===== src/rtl/mem_arbiter_if.sv =====
// Bus bundle between the CPU/DMA requesters, the arbiter and the single-port data RAM.
// Latency: none, wires only.
// Backpressure: requesters hold req and payload until they see their one-cycle ack.
interface mem_arbiter_if #(
  parameter int MEM_ADDR_WIDTH = 8,
  parameter int MEM_DATA_WIDTH = 8
);
  logic                      cpu_req;
  logic                      cpu_we;
  logic [MEM_ADDR_WIDTH-1:0] cpu_addr;
  logic [MEM_DATA_WIDTH-1:0] cpu_wdata;
  logic                      cpu_ack;
  logic [MEM_DATA_WIDTH-1:0] cpu_rdata;

  logic                      dma_req;
  logic                      dma_we;
  logic [MEM_ADDR_WIDTH-1:0] dma_addr;
  logic [MEM_DATA_WIDTH-1:0] dma_wdata;
  logic                      dma_ack;
  logic [MEM_DATA_WIDTH-1:0] dma_rdata;

  logic [MEM_ADDR_WIDTH-1:0] mem_addr;
  logic [MEM_DATA_WIDTH-1:0] mem_data_o;
  logic                      mem_WE;
  logic [MEM_DATA_WIDTH-1:0] mem_data_i;

  logic                      busy;
  logic                      owner;

  // Arbiter side
  modport slave (
    input  cpu_req, cpu_we, cpu_addr, cpu_wdata,
    input  dma_req, dma_we, dma_addr, dma_wdata,
    input  mem_data_i,
    output cpu_ack, cpu_rdata, dma_ack, dma_rdata,
    output mem_addr, mem_data_o, mem_WE, busy, owner
  );

  // Requester / memory side
  modport master (
    output cpu_req, cpu_we, cpu_addr, cpu_wdata,
    output dma_req, dma_we, dma_addr, dma_wdata,
    output mem_data_i,
    input  cpu_ack, cpu_rdata, dma_ack, dma_rdata,
    input  mem_addr, mem_data_o, mem_WE, busy, owner
  );
endinterface


===== src/rtl/mem_arbiter.sv =====
// Shares the single-port data RAM between the CPU memory stage and a DMA/debug port.
// Latency: request sampled in idle at cycle N -> one-cycle ack at N+3; grants at least 4 cycles apart.
// Backpressure: loser keeps its request pending; CPU has priority until DMA loses STARVE_LIMIT times in a row.
module mem_arbiter #(
  parameter int MEM_ADDR_WIDTH = 8,
  parameter int MEM_DATA_WIDTH = 8,
  parameter int STARVE_LIMIT   = 4
) (
  input logic          clk,
  input logic          arst,
  mem_arbiter_if.slave bus
);
  typedef enum logic [1:0] {
    ST_IDLE   = 2'd0,
    ST_ACCESS = 2'd1,
    ST_RESP   = 2'd2,
    ST_DONE   = 2'd3
  } state_t;

  localparam logic [3:0] LIMIT = 4'(STARVE_LIMIT);

  state_t                    state;
  logic [3:0]                starve_cnt;
  logic                      acc_we;
  logic                      any_req;
  logic                      grant_dma;
  logic                      sel_we;
  logic [MEM_ADDR_WIDTH-1:0] sel_addr;
  logic [MEM_DATA_WIDTH-1:0] sel_wdata;

  // Winner selection: CPU first, unless DMA is alone or has been starved long enough
  always_comb begin
    any_req   = bus.cpu_req | bus.dma_req;
    grant_dma = bus.dma_req & (~bus.cpu_req | (starve_cnt >= LIMIT));
    sel_we    = grant_dma ? bus.dma_we    : bus.cpu_we;
    sel_addr  = grant_dma ? bus.dma_addr  : bus.cpu_addr;
    sel_wdata = grant_dma ? bus.dma_wdata : bus.cpu_wdata;
  end

  // Four-phase transaction sequencer; every output is registered here
  always_ff @(posedge clk) begin
    if (arst) begin
      state          <= ST_IDLE;
      starve_cnt     <= '0;
      acc_we         <= 1'b0;
      bus.mem_addr   <= '0;
      bus.mem_data_o <= '0;
      bus.mem_WE     <= 1'b0;
      bus.owner      <= 1'b0;
      bus.busy       <= 1'b0;
      bus.cpu_ack    <= 1'b0;
      bus.dma_ack    <= 1'b0;
      bus.cpu_rdata  <= '0;
      bus.dma_rdata  <= '0;
    end else begin
      case (state)
        ST_IDLE: begin
          if (any_req) begin
            bus.mem_addr   <= sel_addr;
            bus.mem_data_o <= sel_wdata;
            bus.mem_WE     <= sel_we;
            acc_we         <= sel_we;
            bus.owner      <= grant_dma;
            bus.busy       <= 1'b1;
            // A CPU win only counts as a loss for DMA when DMA was actually asking
            if (grant_dma) begin
              starve_cnt <= '0;
            end else if (bus.dma_req && (starve_cnt < LIMIT)) begin
              starve_cnt <= starve_cnt + 4'd1;
            end
            state <= ST_ACCESS;
          end
        end
        ST_ACCESS: begin
          bus.mem_WE <= 1'b0;
          state      <= ST_RESP;
        end
        ST_RESP: begin
          // RAM read data arrives one cycle after the address, i.e. now
          if (!acc_we) begin
            if (bus.owner) bus.dma_rdata <= bus.mem_data_i;
            else           bus.cpu_rdata <= bus.mem_data_i;
          end
          if (bus.owner) bus.dma_ack <= 1'b1;
          else           bus.cpu_ack <= 1'b1;
          state <= ST_DONE;
        end
        ST_DONE: begin
          bus.cpu_ack <= 1'b0;
          bus.dma_ack <= 1'b0;
          bus.busy    <= 1'b0;
          state       <= ST_IDLE;
        end
        default: begin
          state <= ST_IDLE;
        end
      endcase
    end
  end
endmodule


===== src/flat_wrapper.sv =====
// flat-port wrapper written by rule: the top's interface ports become plain ports
module mem_arbiter_flat 
#(
  parameter int MEM_ADDR_WIDTH = 8,
  parameter int MEM_DATA_WIDTH = 8,
  parameter int STARVE_LIMIT   = 4
)
  (clk, arst, bus_cpu_req, bus_cpu_we, bus_cpu_addr, bus_cpu_wdata, bus_dma_req, bus_dma_we, bus_dma_addr, bus_dma_wdata, bus_mem_data_i, bus_cpu_ack, bus_cpu_rdata, bus_dma_ack, bus_dma_rdata, bus_mem_addr, bus_mem_data_o, bus_mem_WE, bus_busy, bus_owner);
  mem_arbiter_if #(.MEM_ADDR_WIDTH(MEM_ADDR_WIDTH), .MEM_DATA_WIDTH(MEM_DATA_WIDTH)) bus_i ();
  input logic clk;
  input logic arst;
  input wire logic [$bits(bus_i.cpu_req)-1:0] bus_cpu_req;
  input wire logic [$bits(bus_i.cpu_we)-1:0] bus_cpu_we;
  input wire logic [$bits(bus_i.cpu_addr)-1:0] bus_cpu_addr;
  input wire logic [$bits(bus_i.cpu_wdata)-1:0] bus_cpu_wdata;
  input wire logic [$bits(bus_i.dma_req)-1:0] bus_dma_req;
  input wire logic [$bits(bus_i.dma_we)-1:0] bus_dma_we;
  input wire logic [$bits(bus_i.dma_addr)-1:0] bus_dma_addr;
  input wire logic [$bits(bus_i.dma_wdata)-1:0] bus_dma_wdata;
  input wire logic [$bits(bus_i.mem_data_i)-1:0] bus_mem_data_i;
  output wire logic [$bits(bus_i.cpu_ack)-1:0] bus_cpu_ack;
  output wire logic [$bits(bus_i.cpu_rdata)-1:0] bus_cpu_rdata;
  output wire logic [$bits(bus_i.dma_ack)-1:0] bus_dma_ack;
  output wire logic [$bits(bus_i.dma_rdata)-1:0] bus_dma_rdata;
  output wire logic [$bits(bus_i.mem_addr)-1:0] bus_mem_addr;
  output wire logic [$bits(bus_i.mem_data_o)-1:0] bus_mem_data_o;
  output wire logic [$bits(bus_i.mem_WE)-1:0] bus_mem_WE;
  output wire logic [$bits(bus_i.busy)-1:0] bus_busy;
  output wire logic [$bits(bus_i.owner)-1:0] bus_owner;
  assign bus_i.cpu_req = bus_cpu_req;
  assign bus_i.cpu_we = bus_cpu_we;
  assign bus_i.cpu_addr = bus_cpu_addr;
  assign bus_i.cpu_wdata = bus_cpu_wdata;
  assign bus_i.dma_req = bus_dma_req;
  assign bus_i.dma_we = bus_dma_we;
  assign bus_i.dma_addr = bus_dma_addr;
  assign bus_i.dma_wdata = bus_dma_wdata;
  assign bus_i.mem_data_i = bus_mem_data_i;
  assign bus_cpu_ack = bus_i.cpu_ack;
  assign bus_cpu_rdata = bus_i.cpu_rdata;
  assign bus_dma_ack = bus_i.dma_ack;
  assign bus_dma_rdata = bus_i.dma_rdata;
  assign bus_mem_addr = bus_i.mem_addr;
  assign bus_mem_data_o = bus_i.mem_data_o;
  assign bus_mem_WE = bus_i.mem_WE;
  assign bus_busy = bus_i.busy;
  assign bus_owner = bus_i.owner;
  mem_arbiter #(.MEM_ADDR_WIDTH(MEM_ADDR_WIDTH), .MEM_DATA_WIDTH(MEM_DATA_WIDTH), .STARVE_LIMIT(STARVE_LIMIT)) u_core (.clk(clk), .arst(arst), .bus(bus_i));
endmodule

===== config.mk =====
export PLATFORM = sky130hd
export DESIGN_NAME = mem_arbiter_flat
export DESIGN_NICKNAME = d
export VERILOG_FILES = /design/src/rtl/mem_arbiter_if.sv /design/src/rtl/mem_arbiter.sv /design/src/flat_wrapper.sv
export SDC_FILE = /design/constraint.sdc
export NUM_CORES = 1
export LEC_CHECK = 0
export ABC_AREA = 0
export BUFFER_PORTS_ARGS = -buffer_cell sky130_fd_sc_hd__buf_2
export CORE_ASPECT_RATIO = 2
export CORE_MARGIN = 3
export CORE_UTILIZATION = 49
export CTS_BUF_LIST = sky130_fd_sc_hd__clkbuf_2
export CTS_CLUSTER_SIZE = 10
export DETAILED_ROUTE_END_ITERATION = 10
export PLACE_DENSITY = 0.82
export SKIP_CTS_REPAIR_TIMING = 1
export SLEW_MARGIN = 20
export SYNTH_ARGS = -nofsm -noshare
export SYNTH_HDL_FRONTEND = slang
export SYNTH_SLANG_ARGS = --single-unit

===== constraint.sdc =====
create_clock -name clk -period 4.52 [get_ports clk]
set_input_delay 0.452 -clock clk [delete_from_list [all_inputs] [get_ports clk]]
set_output_delay 0.452 -clock clk [all_outputs]
set_load 0.005 [all_outputs]

Yosys cells after proc, flatten, opt, wreduce, memory -nomap -nowiden. Cells that the tools add are included.

Output and inout bits: 37. Logic and storage cells: 56. Register bits: 44. Input bits: 46.

Mux-type cells: 15. Bitwise gates (word level): 6. Magnitude comparators: 2. Reduce and logical (&&, ||, !) cells: 14. Eq/ne operators: 6. Add/sub/neg operators: 1.

Operators with widths (count): $mux W8 (2); $reduce_and A2 Y1 (5); $reduce_and A3 Y1 (3); $mux W4 (2); $pmux W1 S2 (4); $pmux W2 S4 (1); $reduce_bool A2 Y1 (4); $mux W1 (5); $add A4 B1 Y4 const B (1); $eq A2 B2 Y1 const B (2); $ge A4 B3 Y1 const B (1); $lt A4 B3 Y1 const B (1); $ne A2 B1 Y1 const B (2); $not A1 Y1 (3); $eq A2 B1 Y1 const B (1); $logic_not A2 Y1 (1); $mux W2 (1); $ne A2 B2 Y1 const B (1); $or A1 B1 Y1 (2); $and A1 B1 Y1 (1); $logic_and A1 B1 Y1 (1).

Longest topological paths before layout.
Depth in word-level cells: 6. Depth in mapped cells: 8. Depth with buffers taken out: 5.

Worst setup path after synthesis. Ideal clock, no wire load.

Kind: register -> register. Start: register u_core.state[0]. End: register u_core.bus.mem_data_o[6]. Cell stages (with the launch flop): 8. Clock period less this slack: 1.458 ns. Data required time: 4.429 ns. Arrival time: 1.368 ns. Setup time: 0.091 ns. Buffers on the path: 3. Slack: 3.062 ns. Path through: dfxtp_1 -> inv_1 -> ha_1 -> buf_2 -> o21a_1 -> buf_2 -> buf_4 -> a311oi_1.

Cells in the longest elaborated chain, start to end: 2.

RTL lines: start: declaration (RTL line mem_arbiter.sv:22) `state_t state;`; start signal: assignment (RTL line mem_arbiter.sv:43) `state <= ST_IDLE;`; start signal: assignment (RTL line mem_arbiter.sv:71) `state <= ST_ACCESS;`; start signal: assignment (RTL line mem_arbiter.sv:76) `state <= ST_RESP;`; $logic_not A2 Y1 (RTL line mem_arbiter.sv:56) `case (state)`; $reduce_and A2 Y1 (no source line); end signal: assignment (RTL line mem_arbiter.sv:60) `bus.mem_data_o <= sel_wdata;`; end: declaration (RTL line mem_arbiter_if.sv:36) `output mem_addr, mem_data_o, mem_WE, busy, owner`.

Every way passes these cells. A chain may end at the register's enable or synchronous reset.

Worst setup path in the final report.
Start: register u_core.state[0]. End: register u_core.bus.mem_WE.

Cells in the longest elaborated chain, start to end: 3. Elaborated cells on any way between the ends: 6. Those cells by class: 2 x eq/ne; 1 x mux; 3 x reduce/logical.

RTL lines: $eq A2 B1 Y1 / $logic_not A2 Y1 (equally long branches) (RTL line mem_arbiter.sv:56); $reduce_bool A2 Y1 (no source line) / $ne A2 B1 Y1 (equally long branches); $reduce_and A2 Y1 (no source line); end signal: assignment (RTL line mem_arbiter.sv:61) `bus.mem_WE <= sel_we;`; end: declaration (RTL line mem_arbiter_if.sv:36).

Several ways; a longest one is shown, not always the timed one.

==> impl_metrics.py <==
metrics = {
    "status": {
        "outcome": "finished clean",
    },
    "yosys": {
        "synth-warning-count": 0,
        "yosys-top-cells-area": "dfxtp_1, mux2i_1, nor2_1, a311oi_1, nand3_1",
        "synth_area_per_inst_um2": 9.09,
        "synth_fp_nets": 265,
        "postSynthRegisterBits": 44,
        "post_synth_edffs": 0,
        "flip_flop_cell_with_the_highest_count_after_synthesis": "dfxtp_1",
        "yosys.cell_types.count": 32,
        "seq_area_frac_synth_pct": 45.5,
        "postSynthCellCount": 213,
        "synth_async_sr_flop_share_pct": 0,
        "synth.largest_area_cell": "dfxtp_1",
        "yosys.area.top_type_share_pct": 45.5,
        "post_synth_instance_area_mm2": 0.00194,
    },
    "sta": {
        "final-max-slew-violation-count": 0,
        "max_slew_margin_pct": 28.9,
        "fmax_ghz": 0.455,
        "clock_skew_after_layout_ns": 0.0318,
        "finalCriticalPeriod_ns": 2.20,
        "timing.setup.tns_ns": 0,
        "part_of_the_cycle_the_worst_path_needs_pct": 48.7,
        "setup_repair_after_global_routing_missed_its_margin": "no",
        "finalHoldViolCount": 0,
        "hold_ws_ns": 0.299,
        "tightestPinTransition_ns": 1.07,
        "setup_violations": 0,
    },
    "critical_path": {
        "r2r-end": "u_core.bus.mem_WE",
        "worstSetupStartpointType": "flip-flop",
        "critPathCaptureType": "flip-flop",
        "timing.critical_path.required_ns": 4.84,
        "r2r-start": "u_core.state[0]",
        "cp_max_fo": 35,
        "critPathArrivalTime_ns": 2.52,
        "reg2regPathDepth": 5,
        "crit_type": "flip-flop to flip-flop",
        "reg2reg_setup_slack_ns": 2.32,
    },
    "grt": {
        "globalRouteOverflowTotal": 0,
        "pin_count_of_the_biggest_net_entering_global_routing": 45,
        "grt_pass1_vias": 1707,
        "grt_util_all_layers_pct": 19.2,
        "antenna_violations_before_repair": 0,
        "grt_pass1_wl_mm": 7.22,
    },
    "clocking": {
        "worst_setup_hold_path_clk_slew_ns": 0.22,
        "cts_buffers": 5,
        "worstSkewPairLatency_ns": 0.39,
        "htreeDepth": 2,
        "cts_num_sinks": 44,
        "cts.root.buffer_cell": "clkbuf_2",
        "clock_path_buffers": 2,
        "tritoncts": "done",
    },
    "drt": {
        "detailedRoute.firstPassIterationCount": 4,
        "drt_drc_violations_left": 0,
        "route.antenna.remaining_nets": 0,
        "drt-vias-per-instance": 5.29,
        "routed-via-count": 1760,
        "wirelength_mm": 4.27,
        "post_drt_wl_per_cell_um": 12.8,
        "drt_iter0_drc": 7,
    },
    "die": {
        "die_area_mm2": 0.00479,
        "placement_rows": 31,
        "dieWidth_um": 50.5,
        "die_h_um": 94.9,
        "pin_count": 83,
        "start_util_pct": 52.0,
        "design.core.area_mm2": 0.00372,
    },
    "cells_and_area": {
        "layout-drive-gt1-share_pct": 32.7,
        "ff_latch_area_um2": 881,
        "multi_input_comb_area_um2": 931,
        "synthToLayoutAreaGrowth_pct": 21.4,
        "diodes": 0,
        "layout.nets": 335,
        "filler_cells_inserted": 348,
    },
    "power": {
        "p_total_mw": 1.11,
        "static_leakage_nw": 1.12,
        "vdd.ir_drop.worst_uv": 310,
        "power.density_cell_area_mw_per_mm2": 472,
    },
    "hold_path": {
        "min-delay-start": "bus_cpu_wdata[4]",
        "min_delay_worst_endpoint": "u_core.bus.mem_data_o[4]",
        "min_path_cells": 3,
        "hp-class": "input port to flip-flop",
    },
    "place": {
        "port-buffer-count": 82,
        "routabilityCongestion": 0.792,
        "detailed_place_hpwl_mm": 3.17,
    },
    "run": {
        "drv_cap": 0,
    },
}
## worst max-delay path, cell delays in order (launching register included)
cell and delay, ns:
dfxtp_1 0.39, inv_1 0.11, ha_1 0.32, o21a_1 0.89
a211oi_1 0.18, a211oi_1 0.23
## cells in the final DEF, fill, tap and decap left out, types with 2 or more instances in the layout
cell	synthesis	routed
o21ai_0	17	17
a311oi_1	16	16
ha_1	6	6
mux2i_1	17	17
buf_2	9	82
inv_1	5	5
a211oi_1	5	5
nand4_1	2	2
a21oi_1	4	4
or3b_1	2	2
nand2_1	4	4
o21ai_1	2	2
clkbuf_2	0	6
nand3_1	17	17
dfxtp_1	44	44
nor2_1	39	39
nor2b_1	2	2
## power by group
part	internal (mW)	leakage [nW]	switching, mW
sequential	0.480	0.360	0.0519
clock	0.0387	0.0266	0.118
combinational	0.195	0.733	0.228
total	0.714	1.12	0.397
## registers in the layout, indices dropped and copies added (netlist names)
register and count:
u_core.bus.owner 1, u_core.state 2, u_core.bus.dma_ack 1, u_core.bus.mem_data_o 8, u_core.bus.mem_addr 8, u_core.starve_cnt 4
u_core.bus.cpu_rdata 8, u_core.acc_we 1, u_core.bus.busy 1, u_core.bus.dma_rdata 8, u_core.bus.cpu_ack 1, u_core.bus.mem_WE 1
## stage by stage
step / worst slack (ns) / instance area [um2] / cells / utilization (%)
floorplan: 3.06 / 1940 / 213 / -
global placement: 2.32 / 2300 / 325 / 61.9
detailed placement: 2.31 / 2300 / 325 / 61.9
CTS: 2.32 / 2340 / 333 / 63.0
global route: 2.10 / 2350 / 333 / 63.1
finish: 2.32 / 2350 / 333 / 63.1
## cell usage after synthesis (all sizes together) (4+ instances only)
cell	instances
a211oi	5
a21oi	4
a311oi	16
buf	14
clkbuf	6
dfxtp	44
ha	6
inv	5
mux2i	17
nand2	4
nand3	17
nor2	39
o21ai	19
## cells by family (layout without fill, tap and decap cells)
family / count (synthesis) / count (layout) / share of synthesized area (%)
AND/OR/NAND/NOR: 72 / 72 / 17.9
flip-flops: 44 / 44 / 45.5
multiplexers: 17 / 17 / 8.79
buffers and inverters: 25 / 96 / 6.78
adder cells (fa/ha/maj): 6 / 6 / 3.88
AO/OA/AOI/OAI: 49 / 49 / 17.2
## worst max path at each step
stage,from,endpoint,slack (ns),cells after the start
2_1_floorplan,u_core.state[0],u_core.bus.mem_data_o[6],3.06,7
3_3_place_gp,bus_dma_req,u_core.bus.mem_WE,2.32,4
3_5_place_dp,bus_dma_req,u_core.bus.mem_WE,2.31,4
4_1_cts,u_core.state[0],u_core.bus.mem_WE,2.32,5
5_1_grt,u_core.state[0],u_core.bus.mem_addr[1],2.10,5
6_report,u_core.state[0],u_core.bus.mem_WE,2.32,5
## area by class of cell
class | instances | share of cell area (%)
flip-flops and latches | 44 | 37.5
clock inverters | 2 | 0.479
multi-input cells | 144 | 39.6
repair buffers | 83 | 17.8
inverters | 5 | 0.798
well taps | 49 | 2.61
clock buffers | 6 | 1.28
## per-layer routing
layer	up-vias	wire, um	global-route usage, %
met3	4	313	5.06
met5	-	0	0
met1	781	1640	19.1
li1	902	-	-
met4	0	56	8.09
met2	73	2260	36.4
No activity file was read; power rests on OpenSTA's default activity.
